$ cat src/rtl/multiplier_rr_seq.sv
`default_nettype none
// ============================================================================
// Module   : multiplier_rr_seq
// Brief    : Sequential split-operand multiplier. One shifted partial product
//            is accumulated per cycle. Approximate mode skips the AL*BL term.
// Revision : 1.0 - initial release
// ============================================================================
module multiplier_rr_seq #(
    parameter int W     = 8,
    parameter int SPLIT = 2,
    parameter int CNT_W = 16
) (
    input  logic               clk,
    input  logic               rst,
    input  logic               in_valid,
    output logic               in_ready,
    input  logic [W-1:0]       A,
    input  logic [W-1:0]       B,
    input  logic               approx,
    output logic [2*W-1:0]     P,
    output logic               out_valid,
    input  logic               out_ready,
    output logic               busy,
    output logic [CNT_W-1:0]   op_count
);

    typedef enum logic [2:0] {
        S_IDLE  = 3'd0,
        S_PP_HH = 3'd1,
        S_PP_HL = 3'd2,
        S_PP_LH = 3'd3,
        S_PP_LL = 3'd4,
        S_DONE  = 3'd5
    } state_t;

    state_t             r_state;
    state_t             w_next;
    logic [W-1:0]       r_a;
    logic [W-1:0]       r_b;
    logic               r_approx;
    logic [2*W-1:0]     r_acc;
    logic [CNT_W-1:0]   r_op_count;

    logic [W-1:0]       w_ah;
    logic [W-1:0]       w_al;
    logic [W-1:0]       w_bh;
    logic [W-1:0]       w_bl;
    logic [W-1:0]       w_x;
    logic [W-1:0]       w_y;
    logic [2*W-1:0]     w_prod;
    logic [2*W-1:0]     w_pp;
    logic               w_accept;
    logic               w_handshake;
    logic               w_in_pp;

    // Halves are zero-extended to W so a single W x W multiplier serves all terms.
    assign w_ah = {{SPLIT{1'b0}}, r_a[W-1:SPLIT]};
    assign w_al = {{(W-SPLIT){1'b0}}, r_a[SPLIT-1:0]};
    assign w_bh = {{SPLIT{1'b0}}, r_b[W-1:SPLIT]};
    assign w_bl = {{(W-SPLIT){1'b0}}, r_b[SPLIT-1:0]};

    always_comb begin
        w_x = '0;
        w_y = '0;
        case (r_state)
            S_PP_HH: begin w_x = w_ah; w_y = w_bh; end
            S_PP_HL: begin w_x = w_ah; w_y = w_bl; end
            S_PP_LH: begin w_x = w_al; w_y = w_bh; end
            S_PP_LL: begin w_x = w_al; w_y = w_bl; end
            default: begin w_x = '0;   w_y = '0;   end
        endcase
    end

    assign w_prod = {{W{1'b0}}, w_x} * {{W{1'b0}}, w_y};

    always_comb begin
        w_pp = w_prod;
        case (r_state)
            S_PP_HH:          w_pp = w_prod << (2 * SPLIT);
            S_PP_HL, S_PP_LH: w_pp = w_prod << SPLIT;
            default:          w_pp = w_prod;
        endcase
    end

    assign w_accept    = in_valid && (r_state == S_IDLE);
    assign w_handshake = out_ready && (r_state == S_DONE);
    assign w_in_pp     = (r_state == S_PP_HH) || (r_state == S_PP_HL) ||
                         (r_state == S_PP_LH) || (r_state == S_PP_LL);

    always_comb begin
        w_next = r_state;
        case (r_state)
            S_IDLE:  if (in_valid) w_next = S_PP_HH;
            S_PP_HH: w_next = S_PP_HL;
            S_PP_HL: w_next = S_PP_LH;
            S_PP_LH: w_next = r_approx ? S_DONE : S_PP_LL;
            S_PP_LL: w_next = S_DONE;
            S_DONE:  if (out_ready) w_next = S_IDLE;
            default: w_next = S_IDLE;
        endcase
    end

    always_ff @(posedge clk) begin
        if (rst) begin
            r_state    <= S_IDLE;
            r_a        <= '0;
            r_b        <= '0;
            r_approx   <= 1'b0;
            r_acc      <= '0;
            r_op_count <= '0;
        end else begin
            r_state <= w_next;
            if (w_accept) begin
                r_a      <= A;
                r_b      <= B;
                r_approx <= approx;
                r_acc    <= '0;
            end else if (w_in_pp) begin
                r_acc <= r_acc + w_pp;
            end
            if (w_handshake) begin
                r_op_count <= r_op_count + 1'b1;
            end
        end
    end

    assign in_ready  = (r_state == S_IDLE) && !rst;
    assign out_valid = (r_state == S_DONE);
    assign busy      = (r_state != S_IDLE);
    assign P         = r_acc;
    assign op_count  = r_op_count;

endmodule
`default_nettype wire

$ cat config.mk
export PLATFORM = sky130hd
export DESIGN_NAME = multiplier_rr_seq
export DESIGN_NICKNAME = d
export VERILOG_FILES = /design/src/rtl/multiplier_rr_seq.sv
export SDC_FILE = /design/constraint.sdc
export NUM_CORES = 1
export LEC_CHECK = 0
export CORE_UTILIZATION = 42
export DETAILED_ROUTE_END_ITERATION = 10
export HOLD_SLACK_MARGIN = 0.02
export SLEW_MARGIN = 0
export SYNTH_ARGS = -nofsm -noshare
export SYNTH_HDL_FRONTEND = slang
export SYNTH_SLANG_ARGS = --single-unit
export TNS_END_PERCENT = 5
$ cat constraint.sdc
create_clock -name clk -period 11.8 [get_ports clk]
set_input_delay 2.36 -clock clk [delete_from_list [all_inputs] [get_ports clk]]
set_output_delay 2.36 -clock clk [all_outputs]
set_load 0.02 [all_outputs]
Word level (Yosys, flattened, before mapping) --
Index checks and enable logic that the tools add are counted.
Word-level totals: bits in registers 52, input bits 21, output and inout bits 35, word-level logic and storage cells 39
Operators by class: add/subtract/negate cells 2, multiply operators 1, equality and inequality tests 7, muxes and demuxes 7, reductions and logical operators 16
Operators by type and width (count):
- case mux 16 bit (2 select lines) | 1
- case mux 6 bit (2 select lines) | 2
- case mux 3 bit (6 select lines) | 1
- adder 16 x 1 -> 16 bit, second input constant | 1
- adder 16 bit | 1
- multiplier 8 x 8 -> 16 bit | 1
- OR reduction 2 bit | 6
- equality test 3 x 2 -> 1 bit, second input constant | 2
- equality test 3 bit, second input constant | 2
- two-way mux 3 bit | 2
- equality test 3 x 1 -> 1 bit, second input constant | 1
- logical AND 1 bit | 3
- logical NOT 3 bit | 1
- logical OR 1 bit | 3
- nonzero test 3 bit | 1
- inequality test 2 x 1 -> 1 bit, second input constant | 1
- inequality test 2 bit, second input constant | 1
- AND reduction 2 bit | 1
- logical NOT 1 bit | 1
- two-way mux 1 bit | 1

Longest topological paths before layout --
depth after elaboration 6, depth in mapped cells 28, depth with buffers taken out 26

Worst setup path after synthesis --
No wires, ideal clock.
path kind register -> register, from reg r_state[1], to reg r_acc[13], in the netlist P[13], library setup time 0.118 ns, arrival time 5.559 ns, required time 11.682 ns, slack 6.123 ns, cell stages (with the launch flop) 26, path buffers 2, period minus slack after synthesis 5.677 ns, path through dfxtp_1 -> buf_2 -> inv_1 -> nand2_1 -> a21oi_1 -> buf_2 -> a22oi_1 -> or2_2 -> fa_1 -> fa_1 -> fa_1 -> inv_1 -> ha_1 -> a21oi_1 -> o21bai_1 -> a21oi_1 -> xor2_1 -> o2bb2a_1 -> o22ai_1 -> ha_1 -> a21oi_1 -> o31ai_1 -> or2_4 -> a31oi_4 -> xor2_1 -> o21ai_1
Between the ends: longest elaborated chain between the ends 6, elaborated cells between the ends (all ways) 20, classes of those cells 1 x add/sub; 1 x mul; 4 x eq/ne; 3 x mux; 11 x reduce/logical
Ends and longest elaborated chain:
- from (decl) | RTL line 36 | state_t r_state;
- from (signal assigned) | RTL line 112 | r_state <= w_next;
- equality test 3 x 2 -> 1 bit, or another cell as far along | RTL line 65, 78, 88
- OR reduction 2 bit (no source line)
- case mux 6 bit (2 select lines) | RTL line 65 | case (r_state)
- multiplier 8 x 8 -> 16 bit | RTL line 74 | assign w_prod = {{W{1'b0}}, w_x} * {{W{1'b0}}, w_y};
- case mux 16 bit (2 select lines) | RTL line 78 | case (r_state)
- adder 16 bit | RTL line 119 | r_acc <= r_acc + w_pp;
- to (signal assigned) | RTL line 119
- to (decl) | RTL line 41 | logic [2*W-1:0] r_acc;
Parallel ways exist; a longest one is shown, timed or not. A chain may end at the register's enable or synchronous reset.

Worst setup path in the final report --
from reg r_state[1], to reg r_acc[15], in the netlist P[15]
Same word-level chain as after synthesis.

==> results.py <==
metrics = {
    "die": {
        "core_mm2": 0.00937,
        "chipHeight_um": 101,
        "pin_count": 56,
        "start_util": 0.440,
        "die_area_mm2": 0.0102,
        "die_x_um": 101,
        "num_rows": 35,
    },
    "sta": {
        "tightest_slew_ps": 792,
        "setup_viol": 0,
        "maxSlewViolCount": 0,
        "post-route-period-util": 0.591,
        "fin_crit_ps": 6970,
        "layout_setup_ws_ps": 4830,
        "rsz0062_at_grt": "no",
        "finalSetupTns_ps": 0,
        "slew_headroom": 0.472,
        "fmax_mhz": 143,
        "finClkSkew_ps": 6.22,
        "hold_viol": 0,
    },
    "pwr": {
        "internal-power_uw": 267,
        "power_switching_uw": 149,
        "comb_power_share": 0.265,
        "ir_worst_vdd_uv": 49.9,
        "swShare": 0.358,
        "power.density_cell_area_mw_per_mm2": 85.8,
        "p_leak_nw": 2.09,
        "total_power_uw": 416,
        "pwr-share-seq": 0.472,
        "clkPwrFrac": 0.263,
    },
    "setup_path": {
        "cp_max_fo": 19,
        "reg2reg_depth": 23,
        "arrival_ps": 7200,
        "reg2reg_to": "P[15]$_SDFFE_PP0P_",
        "critPathCaptureType": "flop",
        "worstSetupStartpoint": "r_state[1]$_SDFFE_PP0P_",
        "setup.worst_path.start_class": "flop",
        "worstReg2RegStart": "r_state[1]$_SDFFE_PP0P_",
        "reg2reg_slack_ps": 4830,
        "cp_data_required_time_ps": 12030,
        "cp-endpoint": "P[15]$_SDFFE_PP0P_",
        "crit_type": "reg2reg",
    },
    "logic_synthesis": {
        "ys_warn_count": 0,
        "synth-async-reset-ratio": 0,
        "postSynthCellCount": 525,
        "seq_area_frac_synth": 0.253,
        "synth-edff-count": 0,
        "synth_area_mm2": 0.00412,
        "ys.flop_type": "dfxtp_1",
        "syn_avg_cell_area_um2": 7.85,
        "syn_nets": 604,
        "ys_types": 51,
        "synth-seq-cells": 52,
    },
    "placed_design": {
        "dp_slack_ps": 4930,
        "dp.cells": 690,
        "dp_hpwl_um": 7580,
        "io_buffer_count": 55,
        "place_congestion": 0.886,
    },
    "drt": {
        "via_count": 3682,
        "dr.first_iter.drc_count": 225,
        "first_pass_iters": 4,
        "routed_wl_um": 9750,
        "drt-wirelength-per-cell_um": 14.0,
        "drtAntennaViolNets": 0,
        "vias_per_cell": 5.28,
        "drc_errors": 0,
    },
    "layout": {
        "layout.cells.non_filler": 698,
        "area_growth_pct": 17.7,
        "final-seq-area_mm2": 0.00104,
        "fin_nets": 647,
        "layout-drive-gt1-share": 0.0387,
        "diodes": 0,
        "fillers": 956,
        "multi_input_area_mm2": 0.00289,
    },
    "clock_tree": {
        "cts.repair.resized": 0,
        "clkSinkCount": 52,
        "clockBufferDepth": 2,
        "clk_pin_slew_ps": 110,
        "cts_hold_buf": 0,
        "cts_buffers": 5,
        "worstSkewPairLatency_ps": 320,
        "htreeDepth": 2,
        "cts_tree": "done",
        "cts_setup_buffers": 0,
        "cts-root-buf": "clkbuf_8",
    },
    "global_route": {
        "antenna_found_initial": 0,
        "grt.total_usage": 0.195,
        "grt_pass1_vias": 3397,
        "grt_max_degree": 39,
        "overflow": 0,
        "grt_pass1_wl_um": 15800,
    },
    "hold_path": {
        "hold_depth": 2,
        "hold_path_class": "reg2reg",
    },
    "status": {
        "status": "finished clean",
    },
    "job": {
        "maxCapViolations": 0,
    },
}
==> final cells by class <==
| class | instances | share of cell area |
|---|---|---|
| Clock inverter | 3 | 0.00542 |
| Timing Repair Buffer | 56 | 0.115 |
| Tap cell | 129 | 0.0333 |
| Multi-Input combinational cell | 424 | 0.595 |
| Sequential cell | 52 | 0.215 |
| Clock buffer | 5 | 0.0142 |
| Inverter | 29 | 0.0224 |
==> cells in the final DEF, fill, tap and decap left out, types with 4 or more instances in the layout <==
master	Yosys	layout
a21oi_1	49	49
xnor2_1	10	10
o22ai_1	4	4
nand3_1	11	11
dfxtp_1	52	52
clkdlybuf4s50_1	0	55
nand2b_1	6	6
a21o_1	12	12
nand2_1	75	75
fa_1	18	18
ha_1	40	40
nor2b_1	5	5
nor2_1	70	70
nor3_1	8	8
nand4_1	12	12
a22oi_1	9	9
clkbuf_8	0	5
o21a_1	4	4
a211oi_1	4	4
and3_1	4	4
or2_2	6	6
o21ai_0	17	17
xor2_1	19	19
inv_1	29	29
==> worst min-delay path by stage <==
stage,startpoint,to
finish,r_b[3]$_SDFFE_PP0P_,r_b[3]$_SDFFE_PP0P_
global route,r_b[4]$_SDFFE_PP0P_,r_b[4]$_SDFFE_PP0P_
CTS,r_b[3]$_SDFFE_PP0P_,r_b[3]$_SDFFE_PP0P_
detailed placement,r_b[3]$_SDFFE_PP0P_,r_b[3]$_SDFFE_PP0P_
global placement,r_b[3]$_SDFFE_PP0P_,r_b[3]$_SDFFE_PP0P_
floorplan,r_a[0]$_SDFFE_PP0P_,r_a[0]$_SDFFE_PP0P_
==> critical path, cell delays in order, from the launching register on <==
cell and delay (ps):
dfxtp_1 530, inv_1 230, nand2_1 160, a21oi_1 660
a22oi_1 360, or2_2 390, fa_1 510, fa_1 520
fa_1 550, inv_1 40, ha_1 330, a21oi_1 270
o21bai_1 100, a21oi_1 170, xor2_1 260, o2bb2a_1 190
o22ai_1 90, ha_1 440, nand4_1 120, nor3_1 270
o21ai_0 160, a221oi_1 340, o21ai_1 120, o31ai_1 80
==> logic make-up after synthesis <==
group	Yosys count	synth area share
multiplexers	3	0.00728
XOR/XNOR	29	0.0616
buffers and inverters	49	0.0470
AO/OA/AOI/OAI	121	0.186
adder cells (fa/ha/maj)	58	0.209
AND/OR/NAND/NOR	213	0.237
flip-flops	52	0.253
==> power by group through the flow <==
stage,combinational (mW),clock (mW),sequential (mW)
finish,0.110,0.109,0.197
floorplan,0.0801,0,0.197
global route,0.123,0.121,0.199
global placement,0.110,0,0.201
CTS,0.111,0.113,0.197
detailed placement,0.110,0,0.201
==> per-layer routing <==
metal  vias to the layer above  GRT usage  wire length, µm
li1                       1895          -                -
met1                      1705      0.272             4860
met2                        74      0.311             4360
met3                         8     0.0333              441
met4                         0     0.0446               93
met5                         -          0                0
==> sequential cells by signal, summed over array words and instances, names as in the netlist <==
register / count
r_state: 3
op_count: 16
r_approx: 1
r_b: 8
P: 16
r_a: 8
==> cells in the mapped netlist, drive strengths merged, types with 6 or more instances <==
| master | count | area, µm² |
|---|---|---|
| nand2b | 6 | 37.5 |
| inv | 29 | 109 |
| or2 | 7 | 46.3 |
| a21oi | 49 | 245 |
| a22oi | 9 | 67.6 |
| xor2 | 19 | 166 |
| a21o | 12 | 90.1 |
| buf | 8 | 40.0 |
| ha | 40 | 500 |
| nand3 | 11 | 55.1 |
| xnor2 | 10 | 87.6 |
| nor2b | 6 | 45.0 |
| nand4 | 13 | 87.6 |
| o21ai | 20 | 100 |
| nand2 | 75 | 282 |
| nor3 | 10 | 60.1 |
| nor2 | 70 | 263 |
| fa | 18 | 360 |
| clkbuf | 12 | 45.0 |
| dfxtp | 52 | 1040 |
==> metrics by stage <==
step	instance area (µm²)	hold slack, ps	util
detailed placement	4760	451	0.508
CTS	4850	467	0.518
floorplan	4120	436	-
global placement	4760	448	0.508
finish	4850	463	0.518
global route	4850	492	0.518
No activity file was read; power rests on OpenSTA's default activity.
